**src/rtl/alu_pkg.sv**
```systemverilog
// Shared types and constants for the ALU datapath.
package alu_pkg;

  localparam int unsigned ALU_WIDTH = 6;

  typedef enum logic [1:0] {
    CMP_IDLE,
    CMP_SCAN,
    CMP_DONE
  } cmp_state_t;

  typedef struct packed {
    logic lt;
    logic eq;
    logic gt;
  } cmp_flags_t;

endpackage

```
**src/rtl/cmp_bit_decide.sv**
```systemverilog
// Single-bit decision step of the MSB-first signed compare.
module cmp_bit_decide (
  input  logic a_bit,
  input  logic b_bit,
  input  logic is_sign,
  output logic decided,
  output logic lt,
  output logic gt
);

  assign decided = a_bit ^ b_bit;
  // At the sign bit a set bit means negative, so the ordering is inverted.
  assign lt = is_sign ? a_bit : b_bit;
  assign gt = is_sign ? b_bit : a_bit;

endmodule

```
**src/rtl/alu_serial_cmp.sv**
```systemverilog
// Bit-serial two's-complement comparator: scans MSB-first, stops at the first differing bit.
module alu_serial_cmp
  import alu_pkg::*;
#(
  parameter int unsigned WIDTH = ALU_WIDTH
) (
  input  logic             clk,
  input  logic             reset,
  input  logic             start,
  input  logic [WIDTH-1:0] A,
  input  logic [WIDTH-1:0] B,
  output logic             busy,
  output logic             done,
  output logic             lt,
  output logic             eq,
  output logic             gt,
  output logic [WIDTH-1:0] C
);

  localparam int unsigned IdxW = $clog2(WIDTH);
  localparam logic [IdxW-1:0] IdxMsb = IdxW'(WIDTH - 1);

  cmp_state_t      state_q, state_d;
  logic [IdxW-1:0] idx_q, idx_d;
  logic [WIDTH-1:0] a_q, a_d, b_q, b_d;
  cmp_flags_t      flags_q, flags_d;

  logic bit_decided, bit_lt, bit_gt;

  cmp_bit_decide u_bit_decide (
    .a_bit   (a_q[idx_q]),
    .b_bit   (b_q[idx_q]),
    .is_sign (idx_q == IdxMsb),
    .decided (bit_decided),
    .lt      (bit_lt),
    .gt      (bit_gt)
  );

  always_comb begin
    state_d = state_q;
    idx_d   = idx_q;
    a_d     = a_q;
    b_d     = b_q;
    flags_d = flags_q;
    unique case (state_q)
      CMP_IDLE: begin
        if (start) begin
          a_d     = A;
          b_d     = B;
          idx_d   = IdxMsb;
          state_d = CMP_SCAN;
        end
      end
      CMP_SCAN: begin
        if (bit_decided) begin
          flags_d.lt = bit_lt;
          flags_d.eq = 1'b0;
          flags_d.gt = bit_gt;
          state_d    = CMP_DONE;
        end else if (idx_q == '0) begin
          flags_d.lt = 1'b0;
          flags_d.eq = 1'b1;
          flags_d.gt = 1'b0;
          state_d    = CMP_DONE;
        end else begin
          idx_d = idx_q - IdxW'(1);
        end
      end
      CMP_DONE: state_d = CMP_IDLE;
      default:  state_d = CMP_IDLE;
    endcase
  end

  always_ff @(posedge clk) begin
    if (reset) begin
      state_q <= CMP_IDLE;
      idx_q   <= '0;
      a_q     <= '0;
      b_q     <= '0;
      flags_q <= '0;
    end else begin
      state_q <= state_d;
      idx_q   <= idx_d;
      a_q     <= a_d;
      b_q     <= b_d;
      flags_q <= flags_d;
    end
  end

  assign busy = (state_q != CMP_IDLE);
  assign done = (state_q == CMP_DONE);
  assign lt   = flags_q.lt;
  assign eq   = flags_q.eq;
  assign gt   = flags_q.gt;
  assign C    = {{(WIDTH - 1){1'b0}}, flags_q.lt};

endmodule

```
**config.mk**
```make
export PLATFORM = sky130hd
export DESIGN_NAME = alu_serial_cmp
export DESIGN_NICKNAME = d
export VERILOG_FILES = /design/src/rtl/alu_pkg.sv /design/src/rtl/cmp_bit_decide.sv /design/src/rtl/alu_serial_cmp.sv
export SDC_FILE = /design/constraint.sdc
export NUM_CORES = 1
export LEC_CHECK = 0
export BUFFER_PORTS_ARGS = -buffer_cell sky130_fd_sc_hd__buf_2
export CAP_MARGIN = 5
export CORE_UTILIZATION = 30
export CTS_BUF_LIST = sky130_fd_sc_hd__clkbuf_8
export CTS_CLUSTER_SIZE = 20
export DETAILED_ROUTE_END_ITERATION = 12
export SLEW_MARGIN = 20
export SYNTH_ARGS = -nofsm -noshare
export SYNTH_HDL_FRONTEND = slang
export SYNTH_SLANG_ARGS = --single-unit
```
**constraint.sdc**
```tcl
create_clock -name clk -period 2.65 [get_ports clk]
set_input_delay 0.1325 -clock clk [delete_from_list [all_inputs] [get_ports clk]]
set_output_delay 0.1325 -clock clk [all_outputs]
set_load 0.05 [all_outputs]
```
Word-level counts from Yosys, hierarchy flattened. Cells that the tools add are included.

Flip-flop bits (word level): 20. Bits of input ports: 15. Output and inout bits: 11. Logic and storage cells: 42.

$add $sub $neg: 1. Order comparisons: 1. Eq/ne operators: 7. Multiplexer cells: 16. Bitwise gates (word level): 1. Reductions and logical operators: 9.

Operator list (count): 2-to-1 mux 3 bit (5); binary-select mux 1 bit (select 3 bit) (2); 2-to-1 mux 2 bit (3); != test 2 bit, second input constant (3); case mux 3 bit (2 select lines) (1); AND reduction 2 bit (3); nonzero test 2 bit (3); < comparator 3 x 4 -> 1 bit, second input constant (1); 2-to-1 mux 1 bit (4); case mux 2 bit (2 select lines) (1); AND reduction 4 bit (1); equality test 3 bit, second input constant (1); zero test 3 bit (1); != test 3 bit, second input constant (1); subtractor 3 x 1 -> 3 bit, second input constant (1); equality test 2 x 1 -> 1 bit, second input constant (1); equality test 2 bit, second input constant (1); zero test 2 bit (1); bitwise XOR 1 bit (1).

Logic depth before layout (Yosys ltp).
Depth after elaboration: 5. Depth in mapped cells: 8.

Cells and area by module. A second synthesis with hierarchy kept.

Cells, all modules: 119. Area, all modules: 1016.0 um2.

By module, submodules not included: alu_serial_cmp (instances 1, cells each 116, area each 984.7 um2); cmp_bit_decide (instances 1, cells each 3, area each 31.3 um2).

Worst setup path before layout. Ideal clock, no wire load.

Path type: register to register. From: register idx_q[0]. To: register idx_q[2]. Setup time: 0.103 ns. Data arrival time: 1.758 ns. Required time: 2.547 ns. Slack: 0.789 ns. Cell stages (with the launch flop): 7. Buffers on the path: 1. Period minus slack after synthesis: 1.861 ns. Cell sequence: dfxtp_1 > buf_6 > mux2_4 > a22o_4 > o41ai_4 > nor2_2 > a2111oi_2.

Word-level cells in the longest chain between the ends: 5.

RTL lines: start, declared (line alu_serial_cmp.sv:24) `logic [IdxW-1:0] idx_q, idx_d;`; start signal, assigned (line alu_serial_cmp.sv:83) `idx_q <= idx_d;`; binary-select mux 1 bit (select 3 bit), on equally long branches (line alu_serial_cmp.sv:31, alu_serial_cmp.sv:32); 2-to-1 mux 1 bit, on equally long branches (line alu_serial_cmp.sv:31, alu_serial_cmp.sv:32); bitwise XOR 1 bit (line cmp_bit_decide.sv:11) `assign decided = a_bit ^ b_bit;`; != test 2 bit (no source line); AND reduction 4 bit (no source line).

Several ways; a longest one is shown, not always the timed one. The select of a mux whose other input is x is not followed. A chain may end at the register's enable or synchronous reset.

Final worst setup path. Ends and elaborated chain as after synthesis.

==> metrics.md <==
| Metric | Value |
|---|---|
| Outcome | `complete, no violations` |
| RSZ-0062 raised after global routing | `no` |
| Ant diodes | `0` |
| CTS H-tree lvls | `1` |
| Post-Syn Instances | `~140` |
| Most frequent cells in the layout | `nand2_1 (27), dfxtp_1 (20), buf_2 (20), a21oi_1 (14)` |
| First-pass GRT wire length | `between 4000 and 5000 microns` |
| Synthesized area | `between 1000 and 1500 sq um` |
| Detailed route wirelength on metal2 | `~1000 microns` |
| Pwr Density | `681.7 nW/um^2` |
| Share of cells above drive strength 1 | `between 20% and 30%` |
| Post-route DRC | `0` |
| Worst rel slew slack | `60.84%` |
| Primary FF master, synth | `dfxtp_1` |
| Period utilization | `80.55%` |
| Post-CTS Resized | `0` |
| Clk Latency, worst-skew pair | `260 ps` |
| Endpoint class of the critical path | `flop` |
| HP Class | `primary input to flop` |
| DIE AREA | `about 4100 sq um` |
| GRT Overall Usage | `between 10% and 20%` |
| TritonRoute pass-1 iters | `4` |
| Critical path class | `flop to flop` |
| Wire per inst | `11.23 microns` |
| Clock root cell | `clkbuf_8` |
| Core area | `around 3700 sq um` |
| Commonest non-fill, non-tap cell in the layout | `nand2_1` |
| TritonCTS clock tree | `yes` |
| Vias in the first global route | `904` |
| Clk slew on worst S/H paths | `80 ps` |
| # Post-CTS Setup Buffers | `0` |
| Antenna Violating Nets Remaining | `0` |
| Max-slew violations | `0` |
| Fmax | `0.4685 GHz` |
| Sequential-to-total area share from yosys stat | `around a third` |
| Final WS setup | `515.5 ps` |
| Vias per inst | `~4.9` |
| Async set-reset flop share out of synthesis | `0%` |
| Fill count | `390` |
| Final setup violation count | `0` |
| Max Clock Skew | `about 6.9 ps` |
| Initial antenna violation count | `0` |
| Worst Path Required | `2820 ps` |
| Final Cell Area | `about 1300 sq um` |
| Detailed router's first-iteration violation count | `31` |
| Synth Warn # | `0` |
| Clk sinks | `20` |
| Layout area overhead | `14.22%` |
| Chip Width | `63.74 microns` |
| CP max FO | `10` |
| Final #Nets | `173` |
| Post-DP Area | `about 1200 sq um` |
| Slew @ Worst Pin | `~580 ps` |
| Placement Setup Slack | `506.6 ps` |
| Worst Path Arrival | `between 2000 and 2500 ps` |
| Wl on met1 | `~1100 microns` |
| Worst vdd ir | `~0.00025 V` |
| DR vias | `slightly below 1000` |
| Synth unique cells | `37` |
| Post-synth EDFFs | `0` |
| Die height | `63.74 microns` |
| Top routing layer used | `met4` |
| Detailed Route WL | `between 2000 and 2500 microns` |
| Mean Syn Cell Area | `8.287 sq um` |
| I/O Pins | `26` |
| Synth Register Bits | `20` |
| Port Buf Inserts | `20` |
| Total grt overflow | `0` |
| Hold depth | `3` |
| Largest net degree at the start of global routing | `23` |
| Core Rows | `22` |
| Worst r2r path cells | `7` |
| Final hold vios | `0` |
| TritonCTS Buffers | `3` |
| Startpoint Class | `flop` |
| Initial Utilization | `a little under a third` |
| Leak pwr | `0.5252 nW` |
| Setup TNS | `0 ps` |
| GP Congestion | `0.8745` |
| DR WL met3 | `around 110 microns` |
| Clock tree buffer depth | `2` |
| HPWL after detailed placement | `between 1500 and 2000 microns` |
| Max Cap Violations | `0` |
| Hold_buf cts | `0` |
| Fin crit period | `between 2000 and 2500 ps` |
==> cell families (layout without fill, tap and decap cells) <==
| logic type | after synthesis | after routing | synth area share [%] |
|---|---|---|---|
| multiplexers | 7 | 7 | 7.112 |
| AND/OR/NAND/NOR | 55 | 55 | 22.10 |
| AO/OA/AOI/OAI | 34 | 34 | 22.87 |
| buffers and inverters | 18 | 30 | 9.299 |
| adder cells (fa/ha/maj) | 3 | 3 | 3.283 |
| other | 1 | 5 | 0.3279 |
| flip-flops | 20 | 20 | 35.01 |
==> Yosys cell counts, types with 3 or more instances <==
cell	instances	area, sq um
ha_1	3	37.54
nand2b_1	3	18.77
nor2_1	7	26.28
a211oi_1	3	22.52
dfxtp_1	20	400.4
inv_1	6	22.52
a21oi_1	14	70.07
buf_4	6	45.04
mux2i_1	4	40.04
o211ai_1	3	22.52
nand2_1	27	101.4
nor3_1	7	35.03
==> metal layers <==
layer  vias up  global-route usage (%)
li1        503                       -
met3         5                   2.857
met2        28                   20.08
met5         -                       0
met4         0                   5.966
met1       459                   16.21
==> through the flow <==
stage	util [%]	power (mW)	hold slack (ps)	instances
3_3_place_gp	33.73	0.5930	378.7	198
4_1_cts	35.68	0.9000	96.26	202
5_1_grt	35.68	0.9440	91.63	202
6_report	35.68	0.8905	93.47	202
3_5_place_dp	33.73	0.5921	377.5	198
2_1_floorplan	-	0.5579	268.5	142
==> final timing paths <==
path | to | start | slack, ps
worst max-delay path | idx_q[2] | idx_q[0] | 520
worst min-delay path | b_q[5] | B[5] | 90
worst max register to register | idx_q[2] | idx_q[0] | 520
worst min register to register | a_q[2] | a_q[2] | 460
==> final cells by class <==
cell class / count / area (sq um) / area share (%)
clock inverter: 1 / 30.03 / 2.299
timing repair buffer: 20 / 100.1 / 7.663
multi-input combinational: 104 / 651.9 / 49.90
sequential: 20 / 400.4 / 30.65
clock buffer: 3 / 41.29 / 3.161
tap: 48 / 60.06 / 4.598
inverter: 6 / 22.52 / 1.724
==> sequential cells by signal, indices dropped and copies added, names as in the netlist <==
register,count
lt,1
idx_q,3
b_q,6
gt,1
state_q,2
eq,1
a_q,6
==> where the power goes <==
group	internal [mW]	total (mW)	switching [mW]
clock network	0.202	0.307	0.105
logic	0.0854	0.231	0.145
registers	0.326	0.353	0.0273
==> worst max-delay path, cell delays in order (launching register included) <==
cell and delay, ps:
dfxtp_1 620, inv_1 130, ha_1 230, or2b_1 190, o211ai_1 140, o41ai_4 290
nor2_2 100, a2111oi_2 340
(Power assumes the default switching activity.)
